File: config.mk
export PLATFORM = sky130hd
export DESIGN_NAME = program_loader_flat
export DESIGN_NICKNAME = d
export VERILOG_FILES = /design/src/rtl/program_loader_pkg.sv /design/src/rtl/program_loader_if.sv /design/src/rtl/loader_idle_timer.sv /design/src/rtl/program_loader.sv /design/src/flat_wrapper.sv
export SDC_FILE = /design/constraint.sdc
export NUM_CORES = 1
export LEC_CHECK = 0
export ABC_AREA = 0
export BUFFER_PORTS_ARGS = -buffer_cell sky130_fd_sc_hd__buf_2
export CORE_MARGIN = 4
export CORE_UTILIZATION = 59
export DETAILED_ROUTE_END_ITERATION = 12
export PLACE_DENSITY = 0.79
export SLEW_MARGIN = 15
export SYNTH_ARGS = -nofsm -noshare
export SYNTH_HDL_FRONTEND = slang
export SYNTH_SLANG_ARGS = --single-unit
File: constraint.sdc
create_clock -name clk -period 3.1 [get_ports clk]
set_clock_uncertainty 0.2 [all_clocks]
set_input_delay 0 -clock clk [delete_from_list [all_inputs] [get_ports clk]]
set_output_delay 0 -clock clk [all_outputs]
set_load 0.05 [all_outputs]
File: src/rtl/program_loader_pkg.sv
// Shared types and constants for the boot-time program loader.
package program_loader_pkg;

  typedef enum logic [2:0] {
    StLenHi,
    StLenLo,
    StDataHi,
    StDataLo,
    StWrite,
    StCheck,
    StRun,
    StError
  } state_e;

  typedef enum logic [1:0] {
    ErrNone     = 2'd0,
    ErrBadLen   = 2'd1,
    ErrChecksum = 2'd2,
    ErrTimeout  = 2'd3
  } err_code_e;

  // Multi-byte fields (length and instruction words) arrive most-significant byte first.
  localparam int unsigned HiByteLsb = 8;
  localparam int unsigned LoByteLsb = 0;

  function automatic logic [15:0] be_word(input logic [7:0] hi, input logic [7:0] lo);
    return {hi, lo};
  endfunction

endpackage

File: src/rtl/program_loader_if.sv
// Byte-stream input and instruction-memory write port of the program loader.
interface program_loader_if #(
  parameter int unsigned ADDR_W = 12
);
  logic [7:0]        rx_data;
  logic              rx_valid;
  logic              rx_ready;
  logic [ADDR_W-1:0] mem_address;
  logic [15:0]       mem_data;
  logic              mem_write_enable;

  modport master (
    output rx_data, rx_valid,
    input  rx_ready, mem_address, mem_data, mem_write_enable
  );

  modport slave (
    input  rx_data, rx_valid,
    output rx_ready, mem_address, mem_data, mem_write_enable
  );
endinterface

File: src/rtl/loader_idle_timer.sv
// Counts idle cycles while enabled; expired fires on the TIMEOUT-th consecutive idle cycle.
module loader_idle_timer #(
  parameter int unsigned TIMEOUT = 65535
) (
  input  logic clk,
  input  logic reset,
  input  logic enable,
  input  logic clear,
  output logic expired
);
  localparam int unsigned CntW = $clog2(TIMEOUT + 1);
  localparam logic [CntW-1:0] LastCnt = CntW'(TIMEOUT - 1);

  logic [CntW-1:0] cnt_q, cnt_d;

  // An accepted byte in the same cycle wins over expiry.
  assign expired = enable && !clear && (cnt_q == LastCnt);

  always_comb begin
    cnt_d = cnt_q;
    if (!enable || clear) begin
      cnt_d = '0;
    end else if (!expired) begin
      cnt_d = cnt_q + CntW'(1);
    end
  end

  always_ff @(posedge clk or negedge reset) begin
    if (!reset) begin
      cnt_q <= '0;
    end else begin
      cnt_q <= cnt_d;
    end
  end
endmodule

File: src/rtl/program_loader.sv
// Boot loader: parses a checksummed byte frame into 16-bit instruction-memory writes and
// holds the CPU in reset until a frame has been accepted.
module program_loader
  import program_loader_pkg::*;
#(
  parameter int unsigned ADDR_W  = 12,
  parameter int unsigned DEPTH   = 4096,
  parameter int unsigned TIMEOUT = 65535
) (
  input  logic            clk,
  input  logic            reset,
  program_loader_if.slave bus,
  input  logic            reload,
  output logic            cpu_reset,
  output logic            done,
  output logic            error,
  output logic [1:0]      err_code
);

  state_e      state_q, state_d;
  err_code_e   err_q, err_d;
  logic [7:0]  len_hi_q, len_hi_d;
  logic [7:0]  xor_q, xor_d;
  logic [15:0] len_q, len_d;
  logic [15:0] idx_q, idx_d;
  logic [15:0] data_q, data_d;

  logic        accept;
  logic        timer_en;
  logic        timer_expired;
  logic        last_word;
  logic [15:0] len_word;

  assign bus.rx_ready = state_q inside {StLenHi, StLenLo, StDataHi, StDataLo, StCheck};
  assign accept       = bus.rx_valid && bus.rx_ready;
  assign timer_en     = state_q inside {StLenLo, StDataHi, StDataLo, StCheck};
  assign len_word     = be_word(len_hi_q, bus.rx_data);
  // Index is wider than the address so word 4095 compares correctly against N-1.
  assign last_word    = (idx_q == (len_q - 16'd1));

  loader_idle_timer #(
    .TIMEOUT(TIMEOUT)
  ) u_idle_timer (
    .clk    (clk),
    .reset  (reset),
    .enable (timer_en),
    .clear  (accept),
    .expired(timer_expired)
  );

  always_comb begin
    state_d  = state_q;
    err_d    = err_q;
    len_hi_d = len_hi_q;
    xor_d    = xor_q;
    len_d    = len_q;
    idx_d    = idx_q;
    data_d   = data_q;

    if (accept) begin
      xor_d = xor_q ^ bus.rx_data;
    end

    unique case (state_q)
      StLenHi: begin
        if (accept) begin
          len_hi_d = bus.rx_data;
          state_d  = StLenLo;
        end
      end
      StLenLo: begin
        if (accept) begin
          len_d = len_word;
          if ({16'd0, len_word} > DEPTH) begin
            state_d = StError;
            err_d   = ErrBadLen;
          end else if (len_word == 16'd0) begin
            state_d = StCheck;
          end else begin
            state_d = StDataHi;
          end
        end
      end
      StDataHi: begin
        if (accept) begin
          data_d[HiByteLsb +: 8] = bus.rx_data;
          state_d                = StDataLo;
        end
      end
      StDataLo: begin
        if (accept) begin
          data_d[LoByteLsb +: 8] = bus.rx_data;
          state_d                = StWrite;
        end
      end
      StWrite: begin
        idx_d   = idx_q + 16'd1;
        state_d = last_word ? StCheck : StDataHi;
      end
      StCheck: begin
        if (accept) begin
          if ((xor_q ^ bus.rx_data) == 8'h00) begin
            state_d = StRun;
          end else begin
            state_d = StError;
            err_d   = ErrChecksum;
          end
        end
      end
      StRun, StError: begin
        if (reload) begin
          state_d = StLenHi;
          err_d   = ErrNone;
          idx_d   = '0;
          xor_d   = '0;
        end
      end
      default: state_d = StLenHi;
    endcase

    // Only asserted in the in-frame states and never alongside an accepted byte.
    if (timer_expired) begin
      state_d = StError;
      err_d   = ErrTimeout;
    end
  end

  always_ff @(posedge clk or negedge reset) begin
    if (!reset) begin
      state_q  <= StLenHi;
      err_q    <= ErrNone;
      len_hi_q <= '0;
      xor_q    <= '0;
      len_q    <= '0;
      idx_q    <= '0;
      data_q   <= '0;
    end else begin
      state_q  <= state_d;
      err_q    <= err_d;
      len_hi_q <= len_hi_d;
      xor_q    <= xor_d;
      len_q    <= len_d;
      idx_q    <= idx_d;
      data_q   <= data_d;
    end
  end

  assign bus.mem_address      = idx_q[ADDR_W-1:0];
  assign bus.mem_data         = data_q;
  assign bus.mem_write_enable = (state_q == StWrite);
  assign cpu_reset            = (state_q != StRun);
  assign done                 = (state_q == StRun);
  assign error                = (state_q == StError);
  assign err_code             = err_q;

endmodule
File: src/flat_wrapper.sv
// flat-port wrapper written by rule: the top's interface ports become plain ports
module program_loader_flat import program_loader_pkg::*;
#(
  parameter int unsigned ADDR_W  = 12,
  parameter int unsigned DEPTH   = 4096,
  parameter int unsigned TIMEOUT = 65535
)
  (clk, reset, reload, cpu_reset, done, error, err_code, bus_rx_data, bus_rx_valid, bus_rx_ready, bus_mem_address, bus_mem_data, bus_mem_write_enable);
  program_loader_if #(.ADDR_W(ADDR_W)) bus_i ();
  input  logic clk;
  input  logic reset;
  input  logic reload;
  output logic cpu_reset;
  output logic done;
  output logic error;
  output logic [1:0] err_code;
  input wire logic [$bits(bus_i.rx_data)-1:0] bus_rx_data;
  input wire logic [$bits(bus_i.rx_valid)-1:0] bus_rx_valid;
  output wire logic [$bits(bus_i.rx_ready)-1:0] bus_rx_ready;
  output wire logic [$bits(bus_i.mem_address)-1:0] bus_mem_address;
  output wire logic [$bits(bus_i.mem_data)-1:0] bus_mem_data;
  output wire logic [$bits(bus_i.mem_write_enable)-1:0] bus_mem_write_enable;
  assign bus_i.rx_data = bus_rx_data;
  assign bus_i.rx_valid = bus_rx_valid;
  assign bus_rx_ready = bus_i.rx_ready;
  assign bus_mem_address = bus_i.mem_address;
  assign bus_mem_data = bus_i.mem_data;
  assign bus_mem_write_enable = bus_i.mem_write_enable;
  program_loader #(.ADDR_W(ADDR_W), .DEPTH(DEPTH), .TIMEOUT(TIMEOUT)) u_core (.clk(clk), .reset(reset), .bus(bus_i), .reload(reload), .cpu_reset(cpu_reset), .done(done), .error(error), .err_code(err_code));
endmodule
==> results.yml <==
cells_and_area:
  nFillCells: 600
  flow.area_growth_from_synthesis_pct: 10.3
  stdcell_area_sq_um: 5240
  share_of_cells_above_drive_strength_1: 0.229
  num_antenna_cells: 0
  num-nets-final: 527
synth:
  synth_enable_flop_cells: 0
  postSynthCellCount: 470
  syn_nets: 486
  post-synth-top-area-cell: "sky130_fd_sc_hd__dfrtp_1"
  mappedNetlistArea_sq_um: 4750
  synth_flop_cell: "sky130_fd_sc_hd__dfrtp_1"
  synth_sequential_area_ratio: 0.448
  number_of_flip_flops_and_latches_in_the_synthesized_netlist: 85
  number_of_distinct_standard_cells_referenced_by_the_synthesized_netlist: 61
  post_synth.cell_area_avg_sq_um: 10.1
  count_of_warnings_emitted_by_yosys: 0
  asyncSetResetFlopFracSynth: 1.00
  synthDominantCellAreaShare: 0.448
  synth_area_leaders: "sky130_fd_sc_hd__dfrtp_1 45%, sky130_fd_sc_hd__mux2_2 8.8%, sky130_fd_sc_hd__xor2_1 7.2%"
floorplanning:
  placement_rows: 32
  placeableCoreArea_sq_um: 7770
  start_util: 0.612
  die_w_um: 97.7
  fp.dieArea_sq_um: 9550
  die_y_extent_um: 97.7
  ioPinCount: 47
route:
  vias: 3622
  wl_per_cell_um: 17.1
  remaining_drc_errors: 0
  firstDrtPassIters: 5
  via_per_inst: 5.86
  residual_antenna_violating_net_count_after_detailed_routing: 0
  routed_wirelength_mm: 10.6
  first_iter_violations: 192
critical_path:
  critPathSlowestCell: "sky130_fd_sc_hd__nor4_1"
  critical_path.startpoint_type: "register"
  regToRegStartpoint: "u_core.len_q[4]"
  cp_num_buf_inv: 0
  critical_path.endpoint_type: "register"
  register_to_register_path_setup_slack_ns: 0.45
  cp_max_fo: 9
  critPathMaxStageDelay_ns: 0.55
  timing.reg2reg.worst_path_depth: 7
  worst-endpoint-arrival_ns: 2.68
  criticalPathCategory: "register to register"
  worstReg2RegEnd: "u_core.state_q[1]"
  worst_path_dominant_cell_family: "simple AND/OR/NAND/NOR gates"
  worst-endpoint-required_ns: 3.13
  worstPathCellList: "nor4_1, nand2_1, mux2i_1, mux2_2, o22a_2, nor3_1, o22ai_1"
pwr:
  pwr-share-clk: 0.163
  switching_share: 0.458
  p_int_uw: 2720
  power_frac_comb: 0.447
  static-leakage-power_uw: 0.00231
  switching_power_uw: 2300
  power_per_cell_area_nw_per_um2: 957
  ir_drop_uv: 813
  sequential_power_share: 0.391
timing:
  setup_viol: 0
  final_max_slew_viol_count: 0
  tns_ns: 0
  setup_repair_after_global_routing_missed_its_margin: "no"
  max_clock_freq_ghz: 0.378
  period_share: 0.854
  tightestPinTransition_ns: 0.756
  slew_headroom: 0.496
  finalCriticalPeriod_ns: 2.65
  hold_violations: 0
placement:
  weighted_congestion_at_the_end_of_routability_driven_global_placement: 0.888
  place.detailed.hpwl_mm: 7.37
  io_buffer_count: 46
  dpl_cell_area_sq_um: 4890
hold_path:
  timing.hold.worst.start: "u_core.bus.mem_data[11]"
  min_delay_path_depth: 1
  hp-class: "register to register"
  timing.hold.worst_endpoint: "u_core.bus.mem_data[11]"
global_route:
  grt_pass1_wl_mm: 18.2
  initial_antenna_violation_count: 0
  first_global_vias: 3766
  global_route.overflow_total: 0
  global_router_s_overall_resource_usage: 0.233
  grt_max_degree: 86
cts:
  cts.repair.resized: 0
  clk_root_buffer_cell: "sky130_fd_sc_hd__clkbuf_8"
  postCtsHoldBufs: 11
  clkSlewWorstSetupHoldPaths_ns: 0.10
  post_cts_buffers: 0
  tritoncts: "yes"
  worstSkewPairLatency_ns: 0.36
  cts_num_sinks: 85
  cts_buffer_depth: 2
  htreeDepth: 3
  cts-buffers-inserted: 9
outcome:
  outcome: "finished, final reports clean"
flow_run:
  drv.max_cap_violation_count: 0
[logic make-up after synthesis]
logic type | count (synthesis) | synth area share
muxes | 40 | 0.0940
DFF | 85 | 0.448
buffers and inverters | 47 | 0.0624
adders and majority gates | 4 | 0.0105
and+or+nand+nor | 179 | 0.201
AOI/OAI and AO/OA | 59 | 0.0809
xor gates and xnor gates | 56 | 0.103
[sequential cells by signal, summed over array words and instances, names as in the netlist]
name	flops
u_core.err_code	2
u_core.xor_q	8
u_core.len_hi_q	8
u_core.bus.mem_data	16
u_core.idx_q	16
u_core.u_idle_timer.cnt_q	16
u_core.len_q	16
u_core.state_q	3
[power groups by stage]
stage	sequential [uW]	combinational (uW)	clock, uW
after floorplan	2180	1580	0
after global placement	1940	2150	0
after detailed placement	1970	2220	0
after CTS	1950	2240	829
after global routing	2020	2420	890
final	1960	2240	815
[through the flow]
step / cells / setup WS [ns] / hold WS, ns / utilization / total power [uW]
6_report: 618 / 0.453 / 0.311 / 0.675 / 5010
3_5_place_dp: 589 / 0.462 / 0.0587 / 0.630 / 4190
3_3_place_gp: 589 / 0.598 / 0.0507 / 0.630 / 4090
2_1_floorplan: 470 / 0.535 / -0.496 / - / 3770
5_1_grt: 618 / 0.248 / 0.340 / 0.675 / 5330
4_1_cts: 616 / 0.468 / 0.201 / 0.670 / 5020
[cells in the mapped netlist, types with 10 or more instances]
cell type	n
sky130_fd_sc_hd__xnor2_1	17
sky130_fd_sc_hd__dfrtp_1	85
sky130_fd_sc_hd__buf_4	12
sky130_fd_sc_hd__a21oi_1	15
sky130_fd_sc_hd__inv_1	16
sky130_fd_sc_hd__xor2_1	39
sky130_fd_sc_hd__or3_1	10
sky130_fd_sc_hd__nand2_1	33
sky130_fd_sc_hd__clkbuf_1	11
sky130_fd_sc_hd__mux2_2	37
sky130_fd_sc_hd__o21ai_0	18
sky130_fd_sc_hd__nor2_1	52
sky130_fd_sc_hd__nand3_1	21
[layout make-up]
cell class | instances | area [sq um] | area share
well taps | 102 | 128 | 0.0243
repair buffers | 61 | 395 | 0.0754
clock inverters | 7 | 80.1 | 0.0153
clock buffers | 9 | 124 | 0.0236
flip-flops and latches | 85 | 2130 | 0.406
inverters | 16 | 60.1 | 0.0115
multi-input cells | 338 | 2330 | 0.444
[cells in the final DEF (no fill, tap or decap), types with 2 or more instances in the layout]
| master | netlist | final |
|---|---|---|
| sky130_fd_sc_hd__nor2_1 | 52 | 52 |
| sky130_fd_sc_hd__buf_2 | 0 | 45 |
| sky130_fd_sc_hd__nand2b_1 | 2 | 2 |
| sky130_fd_sc_hd__o221ai_1 | 2 | 2 |
| sky130_fd_sc_hd__o2111ai_1 | 2 | 2 |
| sky130_fd_sc_hd__nor4_1 | 9 | 9 |
| sky130_fd_sc_hd__mux2i_1 | 3 | 3 |
| sky130_fd_sc_hd__ha_1 | 4 | 4 |
| sky130_fd_sc_hd__o21ai_0 | 18 | 18 |
| sky130_fd_sc_hd__dlygate4sd3_1 | 0 | 12 |
| sky130_fd_sc_hd__nand2_1 | 33 | 33 |
| sky130_fd_sc_hd__inv_1 | 16 | 16 |
| sky130_fd_sc_hd__a31oi_1 | 2 | 2 |
| sky130_fd_sc_hd__and4_1 | 3 | 3 |
| sky130_fd_sc_hd__dfrtp_1 | 85 | 85 |
| sky130_fd_sc_hd__nand3b_1 | 3 | 3 |
| sky130_fd_sc_hd__inv_6 | 0 | 2 |
| sky130_fd_sc_hd__xor2_1 | 39 | 39 |
| sky130_fd_sc_hd__nand4b_1 | 3 | 3 |
| sky130_fd_sc_hd__buf_4 | 12 | 3 |
| sky130_fd_sc_hd__mux2_2 | 37 | 37 |
| sky130_fd_sc_hd__or3_1 | 10 | 10 |
| sky130_fd_sc_hd__o22a_1 | 2 | 2 |
| sky130_fd_sc_hd__nand3_1 | 21 | 21 |
| sky130_fd_sc_hd__and2_1 | 2 | 2 |
| sky130_fd_sc_hd__nor3_1 | 7 | 7 |
| sky130_fd_sc_hd__and3_1 | 7 | 7 |
| sky130_fd_sc_hd__clkbuf_8 | 6 | 9 |
| sky130_fd_sc_hd__or2_2 | 2 | 2 |
| sky130_fd_sc_hd__nand4_1 | 8 | 8 |
| sky130_fd_sc_hd__a21o_1 | 4 | 4 |
| sky130_fd_sc_hd__a21oi_1 | 15 | 15 |
| sky130_fd_sc_hd__xnor2_1 | 17 | 17 |
| sky130_fd_sc_hd__or4_4 | 2 | 2 |
| sky130_fd_sc_hd__a211oi_1 | 2 | 2 |
[worst max path at each step]
stage	slack [ns]	startpoint	end	depth (start not counted)
after floorplan	0.53	u_core.len_q[0]	u_core.state_q[1]	9
after global placement	0.60	u_core.len_q[4]	u_core.state_q[1]	7
after detailed placement	0.46	u_core.len_q[4]	u_core.state_q[1]	7
after CTS	0.47	u_core.len_q[4]	u_core.state_q[1]	7
after global routing	0.25	u_core.len_q[4]	u_core.state_q[1]	7
final	0.45	u_core.len_q[4]	u_core.state_q[1]	7
[metal layers]
metal | part of all wire | vias to the layer above | GRT usage | routed length, um
li1 | - | 1716 | - | -
met1 | 0.44 | 1765 | 0.325 | 4690
met4 | 0.023 | 0 | 0.0916 | 244
met3 | 0.049 | 23 | 0.0464 | 515
met2 | 0.49 | 118 | 0.362 | 5150
met5 | 0 | - | 0 | 0
Note: power is estimated with default switching activity, not from simulation.
